## src/rtl/regfile_context_engine.sv

```systemverilog
// regfile_context_engine
//
// Save/restore sequencer and write-port arbiter for the 8 x 16-bit LC-3
// register file. A save copies R0..R7 to eight consecutive memory words
// starting at Base. A restore loads R0..R7 from those words. While idle, the
// core's register-file controls pass straight through to the register file.
// While busy, the engine owns the register file and the core is stalled.
//
// Ports
//   Clk, Reset            clock, synchronous active-high reset
//   Start, Mode, Base     command strobe, 0=save / 1=restore, first address
//   Busy, Done            operation in progress, one-cycle completion pulse
//   Core_SR1/DR/LD_REG/BUS  core register-file controls (passed through when idle)
//   Core_Stall            core must hold its write while high
//   SR1, SR1OUT           register-file read select and read data
//   DR, LD_REG, BUS       register-file write port
//   Mem_Req/WE/Addr/WData memory request channel
//   Mem_Ack, Mem_RData    memory accept and read data
module regfile_context_engine (
  input  logic        Clk,
  input  logic        Reset,
  input  logic        Start,
  input  logic        Mode,
  input  logic [15:0] Base,
  output logic        Busy,
  output logic        Done,
  input  logic [2:0]  Core_SR1,
  input  logic [2:0]  Core_DR,
  input  logic        Core_LD_REG,
  input  logic [15:0] Core_BUS,
  output logic        Core_Stall,
  output logic [2:0]  SR1,
  input  logic [15:0] SR1OUT,
  output logic [2:0]  DR,
  output logic        LD_REG,
  output logic [15:0] BUS,
  output logic        Mem_Req,
  output logic        Mem_WE,
  output logic [15:0] Mem_Addr,
  output logic [15:0] Mem_WData,
  input  logic        Mem_Ack,
  input  logic [15:0] Mem_RData
);

  typedef enum logic [2:0] {
    IDLE     = 3'd0,
    SAVE_REQ = 3'd1,
    RST_REQ  = 3'd2,
    RST_WR   = 3'd3,
    DONE     = 3'd4
  } state_t;

  state_t      state;
  logic [2:0]  idx;
  logic [15:0] base_q;
  logic [15:0] hold;
  logic [15:0] addr;

  // Address wraps naturally at 16 bits.
  assign addr = base_q + {13'd0, idx};

  // Sequencer state, register index, captured base and restore data holding register.
  always_ff @(posedge Clk) begin
    if (Reset) begin
      state  <= IDLE;
      idx    <= 3'd0;
      base_q <= 16'd0;
      hold   <= 16'd0;
    end else begin
      case (state)
        IDLE: begin
          if (Start) begin
            base_q <= Base;
            idx    <= 3'd0;
            state  <= Mode ? RST_REQ : SAVE_REQ;
          end
        end
        SAVE_REQ: begin
          if (Mem_Ack) begin
            if (idx == 3'd7) state <= DONE;
            else             idx   <= idx + 3'd1;
          end
        end
        RST_REQ: begin
          if (Mem_Ack) begin
            hold  <= Mem_RData;
            state <= RST_WR;
          end
        end
        RST_WR: begin
          if (idx == 3'd7) begin
            state <= DONE;
          end else begin
            idx   <= idx + 3'd1;
            state <= RST_REQ;
          end
        end
        DONE:    state <= IDLE;
        default: state <= IDLE;
      endcase
    end
  end

  // Output decode: passthrough when idle; otherwise the engine drives the
  // register file and memory. The core write is dropped, not queued, while busy.
  always_comb begin
    Busy      = 1'b0;
    Done      = 1'b0;
    SR1       = Core_SR1;
    DR        = Core_DR;
    LD_REG    = Core_LD_REG;
    BUS       = Core_BUS;
    Mem_Req   = 1'b0;
    Mem_WE    = 1'b0;
    Mem_Addr  = 16'd0;
    Mem_WData = 16'd0;
    if (state != IDLE) begin
      Busy   = 1'b1;
      SR1    = idx;
      DR     = idx;
      LD_REG = 1'b0;
      BUS    = hold;
    end else begin
      Busy   = 1'b0;
    end
    case (state)
      SAVE_REQ: begin
        Mem_Req   = 1'b1;
        Mem_WE    = 1'b1;
        Mem_Addr  = addr;
        Mem_WData = SR1OUT;
      end
      RST_REQ: begin
        Mem_Req  = 1'b1;
        Mem_Addr = addr;
      end
      RST_WR:  LD_REG = 1'b1;
      DONE:    Done   = 1'b1;
      default: ;
    endcase
  end

  assign Core_Stall = Busy;

endmodule
```

## config.mk

```make
export PLATFORM = sky130hd
export DESIGN_NAME = regfile_context_engine
export DESIGN_NICKNAME = d
export VERILOG_FILES = /design/src/rtl/regfile_context_engine.sv
export SDC_FILE = /design/constraint.sdc
export NUM_CORES = 1
export LEC_CHECK = 0
export BUFFER_PORTS_ARGS = -buffer_cell sky130_fd_sc_hd__buf_2
export CORE_MARGIN = 5
export CORE_UTILIZATION = 45
export CTS_CLUSTER_DIAMETER = 40
export DETAILED_ROUTE_END_ITERATION = 8
export HOLD_SLACK_MARGIN = 0.02
export PLACE_DENSITY = 0.94
export RECOVER_POWER = 100
export SLEW_MARGIN = 5
export SYNTH_ARGS = -nofsm -noshare
export SYNTH_HDL_FRONTEND = slang
export SYNTH_SLANG_ARGS = --single-unit
```

## constraint.sdc

```tcl
create_clock -name Clk -period 4.8 [get_ports Clk]
set_input_delay 0.24 -clock Clk [delete_from_list [all_inputs] [get_ports Clk]]
set_output_delay 0.24 -clock Clk [all_outputs]
set_load 0.03 [all_outputs]
```

==> implementation parameters, run 1 <==
Parameter                              Value

Status
  Result of the run    finished, final reports clean

Setup path
  CP max FO    25
  Worst Path Arrival    2900 ps
  Startpoint class of the critical path    flip-flop
  R2R cell count    5
  Worst Path Class, Setup    reg -> out
  WP buf/inv    3
  Required @ worst endpoint    4560 ps
  Total stage count of the critical path    6
  Critical path endpoint category    output port
  List of cells traversed by the critical path    nor3_1 > clkbuf_1 > inv_1 > nand2_1 > nand2_1 > clkbuf_1
  Dominant delay contributor by cell family on the critical path    buffers and inverters
  Worst-path cell with the longest stage delay    clkbuf_1
  Max incr delay on CP    790 ps

Global routing
  Wire length of the first global-routing pass    11,100 µm
  GRT Util Overall    20.7%
  Global route overflow    0
  Vias in the first global route    2,581
  Pin count of the biggest net entering global routing    39
  Number of antenna violations at the first check in global routing    1

Synth
  Simple-Gate Fraction of Synth Area    38.1%
  Post-synthesis sequential element count    38
  Main combinational cell family by area after synthesis    simple AND/OR/NAND/NOR gates
  Post-Syn Area per Cell    6.72 µm²
  Arithmetic-cell share of the synthesized area counting full adders, half adders and majority gates    3.58%
  Number of library cell types mapped by synthesis    42
  Cell area after technology mapping    2310 µm²
  Number of instances in the synthesized netlist    343
  Fraction of the mapped netlist area in compound gates    13.7%
  Portion of the post-synthesis area used by sequential elements    33.0%
  Share of synthesized area spent on multiplexers    0.868%
  Total of warnings raised by yosys    0
  Share of the synthesized netlist area taken by xor and xnor gates    4.94%
  Synthesized net count    425

Timing
  Measured slew at the worst slew-check pin    1020 ps
  Worst-case clock skew    7.64 ps
  Final Worst Setup Slack    1660 ps
  Worst-case hold slack    185 ps
  Upper clock frequency limit    0.319 GHz
  Final max-slew violation count    0
  Slew HR    31.8%
  Endpoints failing hold    0
  Final worst path period need    3140 ps
  RSZ-0062 raised after global routing    no
  Fraction of the cycle the final worst path needs    65.4%
  Setup TNS    0 ps
  Final setup fails    0

Clock network
  H-tree depth reported by CTS    2
  Number of hold-repair buffers added at the cts stage    0
  Number of setup buffers added after CTS    0
  Clock transition time at the flip-flop clock pins of the worst setup and hold paths    70 ps
  Buffer cell driving the clock tree root    clkbuf_8
  Cells resized by post-CTS repair    0
  Maximum number of buffers from clock root to sink    2
  CTS Buf Count    5
  Clock insertion delay at the later pin of the skew report    290 ps
  CTS tree    yes
  Clock Sink Count    38

Place
  RD Place Congestion    0.853
  DP Wirelength    5320 µm
  Number of buffer cells added on primary ports    135
  Worst slack after detailed placement    2440 ps

Min path
  Number of cells on the worst hold path    3
  Path class of the lowest-slack min-delay path    in -> reg

Drt
  Ratio of routed vias to standard cells    5.06
  Total vias in the final route    2,712
  Final ANT Viol Nets    0
  Routed Wire Length    6770 µm
  Avg WL per Cell    12.6 µm
  Number of design-rule violations left by the first detailed-router iteration    131
  Detailed-router iteration count before antenna repair    5
  Final routed DRC violation total    0

Power and ir drop
  Power density of the placed cells    343 nW/µm²
  Reported leakage power    1.32 nW
  Worst ir drop on vdd    0.168 mV
  Overall Power    1.02 mW

Cells and area
  Antenna fix cells    0
  Fraction of final layout cells with drive strength greater than 1    20.0%
  Area growth from synthesis to layout    29.5%
  Filler cell count    493
  Layout Nets    547

Floorplanning
  Initial core utilization    45.7%
  Count of standard-cell rows    26
  Vert. Die Dim    81.6 µm
  Area inside the core boundary    5040 µm²
  Chip width    81.6 µm
  Die footprint    6660 µm²
  # IOs    136

Run
  Max Cap Violations    0
==> tightest hold or removal path: stages <==
cell and delay, ps:
buf_2 90, nand2_1 40, a21oi_1 50
==> report_power, final <==
group | switching [mW] | leakage, nW | internal, mW
registers | 0.0311 | 0.310 | 0.340
clock network | 0.108 | 0.0482 | 0.116
logic | 0.314 | 0.960 | 0.116
==> through the flow <==
step | std cells | utilization, % | instance area, µm²
final | 536 | 59.2 | 2990
after global routing | 536 | 59.2 | 2990
after CTS | 536 | 60.7 | 3060
after detailed placement | 528 | 58.9 | 2970
after global placement | 528 | 58.9 | 2970
after floorplan | 343 | - | 2310
==> registers in the layout, summed over array words and instances, names as in the netlist <==
signal / flops
base_q: 16
idx: 3
state: 3
hold: 16
==> Yosys cell counts (all sizes together) <==
library cell | count | area (µm²)
or2 | 1 | 6.26
and4 | 2 | 17.5
clkbuf | 13 | 48.8
clkdlybuf4s18 | 1 | 10.0
and3 | 3 | 20.0
buf | 6 | 41.3
nor2b | 2 | 12.5
nand3 | 3 | 15.0
nor2 | 20 | 75.1
a32oi | 1 | 8.76
dlygate4sd1 | 1 | 8.76
inv | 7 | 26.3
nand2b | 2 | 12.5
o21a | 1 | 7.51
a2111oi | 1 | 8.76
nand4 | 3 | 18.8
or3b | 1 | 11.3
a31oi | 1 | 6.26
nor3 | 3 | 20.0
fa | 1 | 20.0
nand4b | 2 | 17.5
or4 | 1 | 7.51
nor4b | 1 | 8.76
a21boi | 1 | 7.51
xor2 | 6 | 52.6
or3 | 1 | 6.26
o211ai | 2 | 15.0
o2111ai | 3 | 26.3
mux2i | 2 | 20.0
nand2 | 136 | 510
a211oi | 2 | 15.0
o21ai | 5 | 25.0
xnor2 | 7 | 61.3
ha | 5 | 62.6
a21oi | 39 | 195
and2 | 19 | 119
dfxtp | 38 | 761
==> cell usage in the layout, fill, tap and decap left out, types with 5 or more instances in the layout <==
master / instances
nand2_1: 136
buf_2: 84
clkbuf_1: 53
a21oi_1: 39
dfxtp_1: 38
nor2_1: 20
and2_1: 11
and2_0: 8
xnor2_1: 7
inv_1: 6
xor2_1: 6
clkbuf_8: 6
o21ai_0: 5
ha_1: 5
==> logic make-up after synthesis <==
family	Yosys count
flops	38
compound gates	56
xor+xnor	13
mux	2
simple gates	200
fa+ha+maj	6
buf+inv	28
==> path summary, 6_finish.rpt <==
kind	start	to	slack (ps)
max	state[2]	DR[0]	1660
min	Mem_RData[14]	hold[14]	180
max reg2reg	state[2]	base_q[3]	2210
min reg2reg	hold[4]	hold[4]	460
==> cell type report <==
class / instances / area [µm²] / area share, %
Clock buffer: 7 / 86.3 / 2.89
Multi-Input combinational cell: 277 / 1410 / 47.0
Tap cell: 70 / 87.6 / 2.93
Timing Repair Buffer: 136 / 616 / 20.6
Clock inverter: 1 / 5.00 / 0.168
Sequential cell: 38 / 761 / 25.5
Inverter: 7 / 26.3 / 0.880
==> layer usage <==
metal	up-vias	routed length (µm)	global-route usage, %
met5	-	13	0
met4	2	78	5.98
met3	12	530	4.61
met2	118	3440	38.9
met1	1221	2710	23.3
li1	1359	-	-
Power figures use the tool's default switching activity.
==> run 2, diff against run 1 <==
--- a/config.mk
+++ b/config.mk
@@ -7,11 +7,11 @@
 export LEC_CHECK = 0
 export BUFFER_PORTS_ARGS = -buffer_cell sky130_fd_sc_hd__buf_2
 export CORE_MARGIN = 5
-export CORE_UTILIZATION = 45
+export CORE_UTILIZATION = 40
 export CTS_CLUSTER_DIAMETER = 40
 export DETAILED_ROUTE_END_ITERATION = 8
 export HOLD_SLACK_MARGIN = 0.02
-export PLACE_DENSITY = 0.94
+export PLACE_DENSITY = 0.89
 export RECOVER_POWER = 100
 export SLEW_MARGIN = 5
 export SYNTH_ARGS = -nofsm -noshare
==> constraint.sdc (replaced) <==
create_clock -name Clk -period 2.67 [get_ports Clk]
set_input_delay 0.1335 -clock Clk [delete_from_list [all_inputs] [get_ports Clk]]
set_output_delay 0.1335 -clock Clk [all_outputs]
set_load 0.03 [all_outputs]
==> run 2 against run 1 <==
Compared with the run above: cell count is the same; power grew 78%; combinational power grew 80%; sequential share of layout area shrank 0.074 points; sequential power grew 80%; hold slack lost 100 ps; routed wire length shrank 3.1%; non-clock buffer count is the same; critical path depth is the same.
==> implementation parameters, run 2 (synthesis gave the netlist of run 1 again) <==
Parameter                              Value

Setup path
  Required @ worst endpoint    2540 ps (-2020 ps)
  Startpoint class of the critical path    flip-flop
  Critical path endpoint category    output port
  Worst Path Arrival    2310 ps (-590 ps)
  Setup slack on the worst flop-to-flop path    780 ps (-1430 ps)
  FF-to-FF Start    state[2]
  Reg-to-Reg End    base_q[6]
  CP max FO    6 (-76%)
  R2R cell count    4 (-1)
  Worst Path Class, Setup    reg -> out

Clock network
  CTS Buf Count    5 (unchanged)
  Clock transition time at the flip-flop clock pins of the worst setup and hold paths    70 ps (about the same)
  CTS tree    yes
  Clock Sink Count    38 (unchanged)
  Clock insertion delay at the later pin of the skew report    280 ps (about the same)
  Maximum number of buffers from clock root to sink    2 (unchanged)
  Buffer cell driving the clock tree root    clkbuf_8
  Number of setup buffers added after CTS    0 (unchanged)
  H-tree depth reported by CTS    2 (unchanged)

Run
  Max Cap Violations    0 (unchanged)

Cells and area
  Most common library cell in the layout ignoring fill and taps    nand2_1
  Sequential cell area    761 µm² (unchanged)
  Layout Nets    547 (unchanged)
  Antenna fix cells    0 (unchanged)
  Area of the multi-input gates    1410 µm² (+0.18%)
  Filler cell count    563 (+14%)
  Fraction of final layout cells with drive strength greater than 1    22.0% (+2.0 points)
  Leading registers by flop count    base_q (16), hold (16)
  Commonest cells after routing, fill and taps aside    nand2_1, buf_2, clkbuf_1
  Area growth from synthesis to layout    29.9%

Power and ir drop
  Internal power    1.02 mW (+79%)
  Clock network fraction of total power    21.0% (-0.9 points)
  Part of the power in registers    36.6% (+0.4 points)
  Switching Fraction    43.9% (-0.37 points)
  Logic pwr share    42.4% (+0.5 points)
  Overall Power    1.82 mW (+78%)
  Net switching power of the design    800 µW (+76%)
  Reported leakage power    1.34 nW (+2.0%)
  Power density of the placed cells    609 nW/µm² (+77%)
  Worst ir drop on vdd    0.269 mV (+60%)

Global routing
  Vias in the first global route    2,447 (-5.2%)
  Wire length of the first global-routing pass    10,800 µm (-2.6%)
  Global route overflow    0 (unchanged)
  Met2 Track Usage GR    31.2% (-7.7 points)
  Number of antenna violations at the first check in global routing    0 (-1)
  Pin count of the biggest net entering global routing    39 (unchanged)
  Met1 global-route usage    21.4% (-1.8 points)
  Met3 capacity usage during global routing    4.32% (-0.28 points)
  Layer carrying the most global-route usage    met2
  GRT Util Overall    17.7% (-3.0 points)

Place
  DP Wirelength    5100 µm (-4.2%)
  Number of buffer cells added on primary ports    135 (unchanged)
  RD Place Congestion    0.819 (-4.0%)
  Worst slack after detailed placement    495 ps (-1940 ps)

Timing
  Final worst path period need    2450 ps
  Upper clock frequency limit    0.409 GHz
  Final max-slew violation count    0 (unchanged)
  Endpoints failing hold    0 (unchanged)
  Measured slew at the worst slew-check pin    833 ps (-190 ps)
  Fraction of the cycle the final worst path needs    91.6%
  Worst-case clock skew    3.28 ps (-4.36 ps)
  Slew HR    44.5% (+13 points)
  Final Worst Setup Slack    223 ps (-1440 ps)
  Final setup fails    0 (unchanged)
  Setup TNS    0 ps (unchanged)
  RSZ-0062 raised after global routing    no

Floorplanning
  Area inside the core boundary    5540 µm² (+9.9%)
  Count of standard-cell rows    27 (+3.8%)
  Chip width    85.9 µm (+5.3%)
  Initial core utilization    41.6% (-4.1 points)
  Vert. Die Dim    85.9 µm (+5.3%)
  # IOs    136 (unchanged)
  Die footprint    7380 µm² (+11%)

Drt
  Final routed DRC violation total    0 (unchanged)
  Total vias in the final route    2,574 (-5.1%)
  Number of design-rule violations left by the first detailed-router iteration    94 (-28%)
  Final ANT Viol Nets    0 (unchanged)
  Routed Wire Length    6560 µm (-3.1%)
  Detailed-router iteration count before antenna repair    4 (-1)
  Ratio of routed vias to standard cells    4.80 (-5.1%)
  Avg WL per Cell    12.2 µm (-3.1%)

Status
  Result of the run    finished, final reports clean

Min path
  Source of the worst hold timing path    Mem_RData[1]
  Number of cells on the worst hold path    3 (unchanged)
  Path class of the lowest-slack min-delay path    in -> reg
  End of the worst hold path    hold[1]
[run 2: per-stage QoR]
| stage | utilization (%) | instance area, µm² | hold slack (ps) | instances |
|---|---|---|---|---|
| 3_5_place_dp | 53.6 | 2970 | 381 | 530 |
| 6_report | 54.1 | 3000 | 81.5 | 536 |
| 3_3_place_gp | 53.6 | 2970 | 374 | 530 |
| 5_1_grt | 54.1 | 3000 | 77.2 | 536 |
| 2_1_floorplan | - | 2310 | 269 | 343 |
| 4_1_cts | 55.1 | 3050 | 70.8 | 536 |
[run 2: worst max-delay path by stage]
stage,slack (ps),cells past startpoint,to,start
detailed placement,500,8,Mem_Addr[12],idx[0]
floorplan,590,7,Mem_Addr[6],idx[0]
global route,70,6,Mem_Addr[13],idx[2]
global placement,570,8,Mem_Addr[12],idx[0]
finish,220,6,Mem_Addr[13],idx[2]
CTS,170,8,Mem_Addr[12],idx[0]
[run 2: per-layer routing]
metal  part of all wire [%]  vias up
met3                    7.6        6
met5                      0        -
li1                       -     1357
met1                     42     1118
met4                   0.85        0
met2                     49       93
[run 2: cell type report]
| cell class | instances | area share [%] |
|---|---|---|
| Multi-Input combinational cell | 277 | 47.0 |
| Sequential cell | 38 | 25.4 |
| Tap cell | 72 | 3.01 |
| Timing Repair Buffer | 136 | 21.0 |
| Clock buffer | 6 | 2.76 |
| Inverter | 7 | 0.877 |
[run 2: worst max-delay path, cell delays in order (launching register included)]
cell       delay (ps)
dfxtp_1           350
ha_1              340
nand3_1           200
a2111oi_0         570
xnor2_1           130
nor2_1            100
clkbuf_1          340
[run 2: timing repair]
item | in CTS | in global routing
setup endpoints to repair | 0 | 6
hold buffers | 0 | 0
gates resized for setup | 0 | 1
[run 2: power by group through the flow]
stage               Clock [mW]  Sequential [mW]  Combinational (mW)
floorplan                    0            0.657               0.610
CTS                      0.398            0.667               0.811
global route             0.422            0.674               0.849
finish                   0.384            0.667               0.773
detailed placement           0            0.680               0.808
global placement             0            0.677               0.795
==> run 3, diff against run 2 <==
--- a/config.mk
+++ b/config.mk
@@ -7,11 +7,12 @@
 export LEC_CHECK = 0
 export BUFFER_PORTS_ARGS = -buffer_cell sky130_fd_sc_hd__buf_2
 export CORE_MARGIN = 5
-export CORE_UTILIZATION = 40
+export CORE_UTILIZATION = 44
 export CTS_CLUSTER_DIAMETER = 40
 export DETAILED_ROUTE_END_ITERATION = 8
+export GPL_ROUTABILITY_DRIVEN = 0
 export HOLD_SLACK_MARGIN = 0.02
-export PLACE_DENSITY = 0.89
+export PLACE_DENSITY = 0.93
 export RECOVER_POWER = 100
 export SLEW_MARGIN = 5
 export SYNTH_ARGS = -nofsm -noshare
==> constraint.sdc (replaced) <==
create_clock -name Clk -period 2.8 [get_ports Clk]
set_input_delay 0.14 -clock Clk [delete_from_list [all_inputs] [get_ports Clk]]
set_output_delay 0.14 -clock Clk [all_outputs]
set_load 0.03 [all_outputs]
==> run 3 against run 2 <==
Compared with the run above: utilization grew 4.6 points; critical path type unchanged; clock power shrank 5%; sequential cell count stayed put; sequential share of layout area about the same; power down 3.9%; first-iteration DRC count increased by 54%; cell area barely moved.
==> implementation parameters, run 3 (synthesis gave the netlist of run 1 again) <==
Parameter                              Value

Cells and area
  Final cell area excluding filler cells    3000 µm² (about the same)
  Most common library cell in the layout ignoring fill and taps    nand2_1
  Fraction of final layout cells with drive strength greater than 1    22.0% (unchanged)
  Leading registers by flop count    base_q (16), hold (16)
  Layout Nets    547 (unchanged)
  Utilization after layout    58.7% (+4.6 points)
  Commonest cells after routing, fill and taps aside    nand2_1, buf_2, clkbuf_1
  Post-Layout Cell Count    534 (-0.37%)
  Area growth from synthesis to layout    30.0% (about the same)
  Antenna fix cells    0 (unchanged)
  Filler cell count    514 (-8.7%)

Setup path
  Worst-path cell with the longest stage delay    nor2b_1
  Required @ worst endpoint    2660 ps (+120 ps)
  Max incr delay on CP    420 ps (-150 ps)
  FF-to-FF Start    state[2]
  Timing startpoint of the critical path    idx[0]
  Reg-to-Reg End    base_q[15]
  Startpoint class of the critical path    flip-flop
  Worst Path Arrival    2460 ps (+150 ps)
  List of cells traversed by the critical path    ha_1 > inv_1 > fa_1 > nor2b_1 > o2111ai_1 > xor2_1 > nor2_1 > clkbuf_2
  Setup slack on the worst flop-to-flop path    720 ps (-60 ps)
  Critical path endpoint category    output port
  Worst Path Class, Setup    reg -> out
  R2R cell count    4 (unchanged)
  CP max FO    7 (+1)

Clock network
  Buffer cell driving the clock tree root    clkbuf_8
  H-tree depth reported by CTS    2 (unchanged)
  Clock insertion delay at the later pin of the skew report    280 ps (about the same)
  Number of setup buffers added after CTS    0 (unchanged)
  Maximum number of buffers from clock root to sink    2 (unchanged)
  Clock transition time at the flip-flop clock pins of the worst setup and hold paths    70 ps (about the same)
  Clock Sink Count    38 (unchanged)
  CTS Buf Count    5 (unchanged)
  CTS tree    yes
  Number of hold-repair buffers added at the cts stage    0 (unchanged)
  Cells resized by post-CTS repair    0 (unchanged)

Drt
  Detailed-router iteration count before antenna repair    4 (unchanged)
  Routed Wire Length    6740 µm (+2.7%)
  Avg WL per Cell    12.6 µm (+3.1%)
  Ratio of routed vias to standard cells    4.95 (+3.0%)
  Final routed DRC violation total    0 (unchanged)
  Total vias in the final route    2,641 (+2.6%)
  Number of design-rule violations left by the first detailed-router iteration    145 (+54%)
  Final ANT Viol Nets    0 (unchanged)

Timing
  Worst-case hold slack    88.3 ps (+6.80 ps)
  Final worst path period need    2600 ps
  Endpoints failing hold    0 (unchanged)
  Final setup fails    0 (unchanged)
  Fraction of the cycle the final worst path needs    92.8%
  RSZ-0062 raised after global routing    no
  Upper clock frequency limit    0.385 GHz
  Slew HR    45.0% (+0.53 points)
  Measured slew at the worst slew-check pin    825 ps (-8.36 ps)
  Setup TNS    0 ps (unchanged)
  Final max-slew violation count    0 (unchanged)
  Worst-case clock skew    2.60 ps (-0.676 ps)
  Final Worst Setup Slack    202 ps (-21.5 ps)

Power and ir drop
  Overall Power    1.75 mW (-3.9%)
  Power density of the placed cells    585 nW/µm² (-4.0%)
  Worst ir drop on vdd    0.349 mV (+30%)
  Reported leakage power    1.34 nW (about the same)

Min path
  Number of cells on the worst hold path    3 (unchanged)
  Source of the worst hold timing path    Mem_RData[11]
  Path class of the lowest-slack min-delay path    in -> reg
  End of the worst hold path    hold[11]

Floorplanning
  Initial core utilization    45.1% (+3.5 points)
  Area inside the core boundary    5110 µm² (-7.8%)
  Vert. Die Dim    82.4 µm (-4.1%)
  Die footprint    6790 µm² (-8.0%)
  Count of standard-cell rows    26 (-3.7%)
  # IOs    136 (unchanged)
  Chip width    82.4 µm (-4.1%)

Place
  Worst slack after detailed placement    563 ps (+67.9 ps)
  Placed Instances    528 (-0.38%)
  Area after DPL    2970 µm² (about the same)
  Number of buffer cells added on primary ports    135 (unchanged)
  DP Wirelength    5250 µm (+3.1%)

Run
  Max Cap Violations    0 (unchanged)

Global routing
  Vias in the first global route    2,580 (+5.4%)
  Wire length of the first global-routing pass    11,000 µm (+1.8%)
  Global route overflow    0 (unchanged)
  GRT Util Overall    20.4% (+2.7 points)
  Number of antenna violations at the first check in global routing    0 (unchanged)
  Pin count of the biggest net entering global routing    39 (unchanged)

Status
  Result of the run    finished, final reports clean
==> run 3: cell count changes in the layout (fill, tap and decap cells not counted), sizes merged <==
| cell | change |
|---|---|
| buf | +1 |
| clkbuf | -1 |
| clkinv | +1 |
| inv | -1 |
==> run 3: cell type report <==
cell class	instances	area (µm²)	share of cell area, %
multi-input combinational	277	1410	47.1
sequential	38	761	25.4
tap	70	87.6	2.92
inverter	7	26.3	0.877
clock buffer	6	82.6	2.76
timing repair buffer	136	629	21.0
==> run 3: power by group <==
part           internal, mW  switching [mW]  leakage (nW)
Sequential            0.583          0.0544         0.310
Clock                 0.190           0.176        0.0431
Combinational         0.206           0.543         0.992
Total                 0.978           0.774          1.34
==> run 3: worst max path at each step <==
stage / to / slack [ps] / cells after the start
after floorplan: Mem_Addr[6] / 710 / 7
after global placement: Mem_Addr[12] / 670 / 8
after detailed placement: Mem_Addr[12] / 560 / 8
after CTS: Mem_Addr[12] / 250 / 8
after global routing: Mem_Addr[12] / 50 / 8
final: Mem_Addr[12] / 200 / 8
==> run 3: metal layers <==
layer,vias up,GRT usage (%),part of all wire [%],wire length [µm]
met5,-,0,0,0
met4,0,6.98,0.85,57
met3,9,5.42,9.5,642
met2,112,38.1,51,3420
met1,1168,22.0,39,2620
li1,1352,-,-,-
==> run 3: worst max-delay path, delay by kind of cell (launching register included) <==
family	cells	cell delay (ps)
simple gates	2	530
compound gates	1	200
flops	1	410
fa+ha+maj	2	590
xor+xnor	1	170
buf+inv	2	290
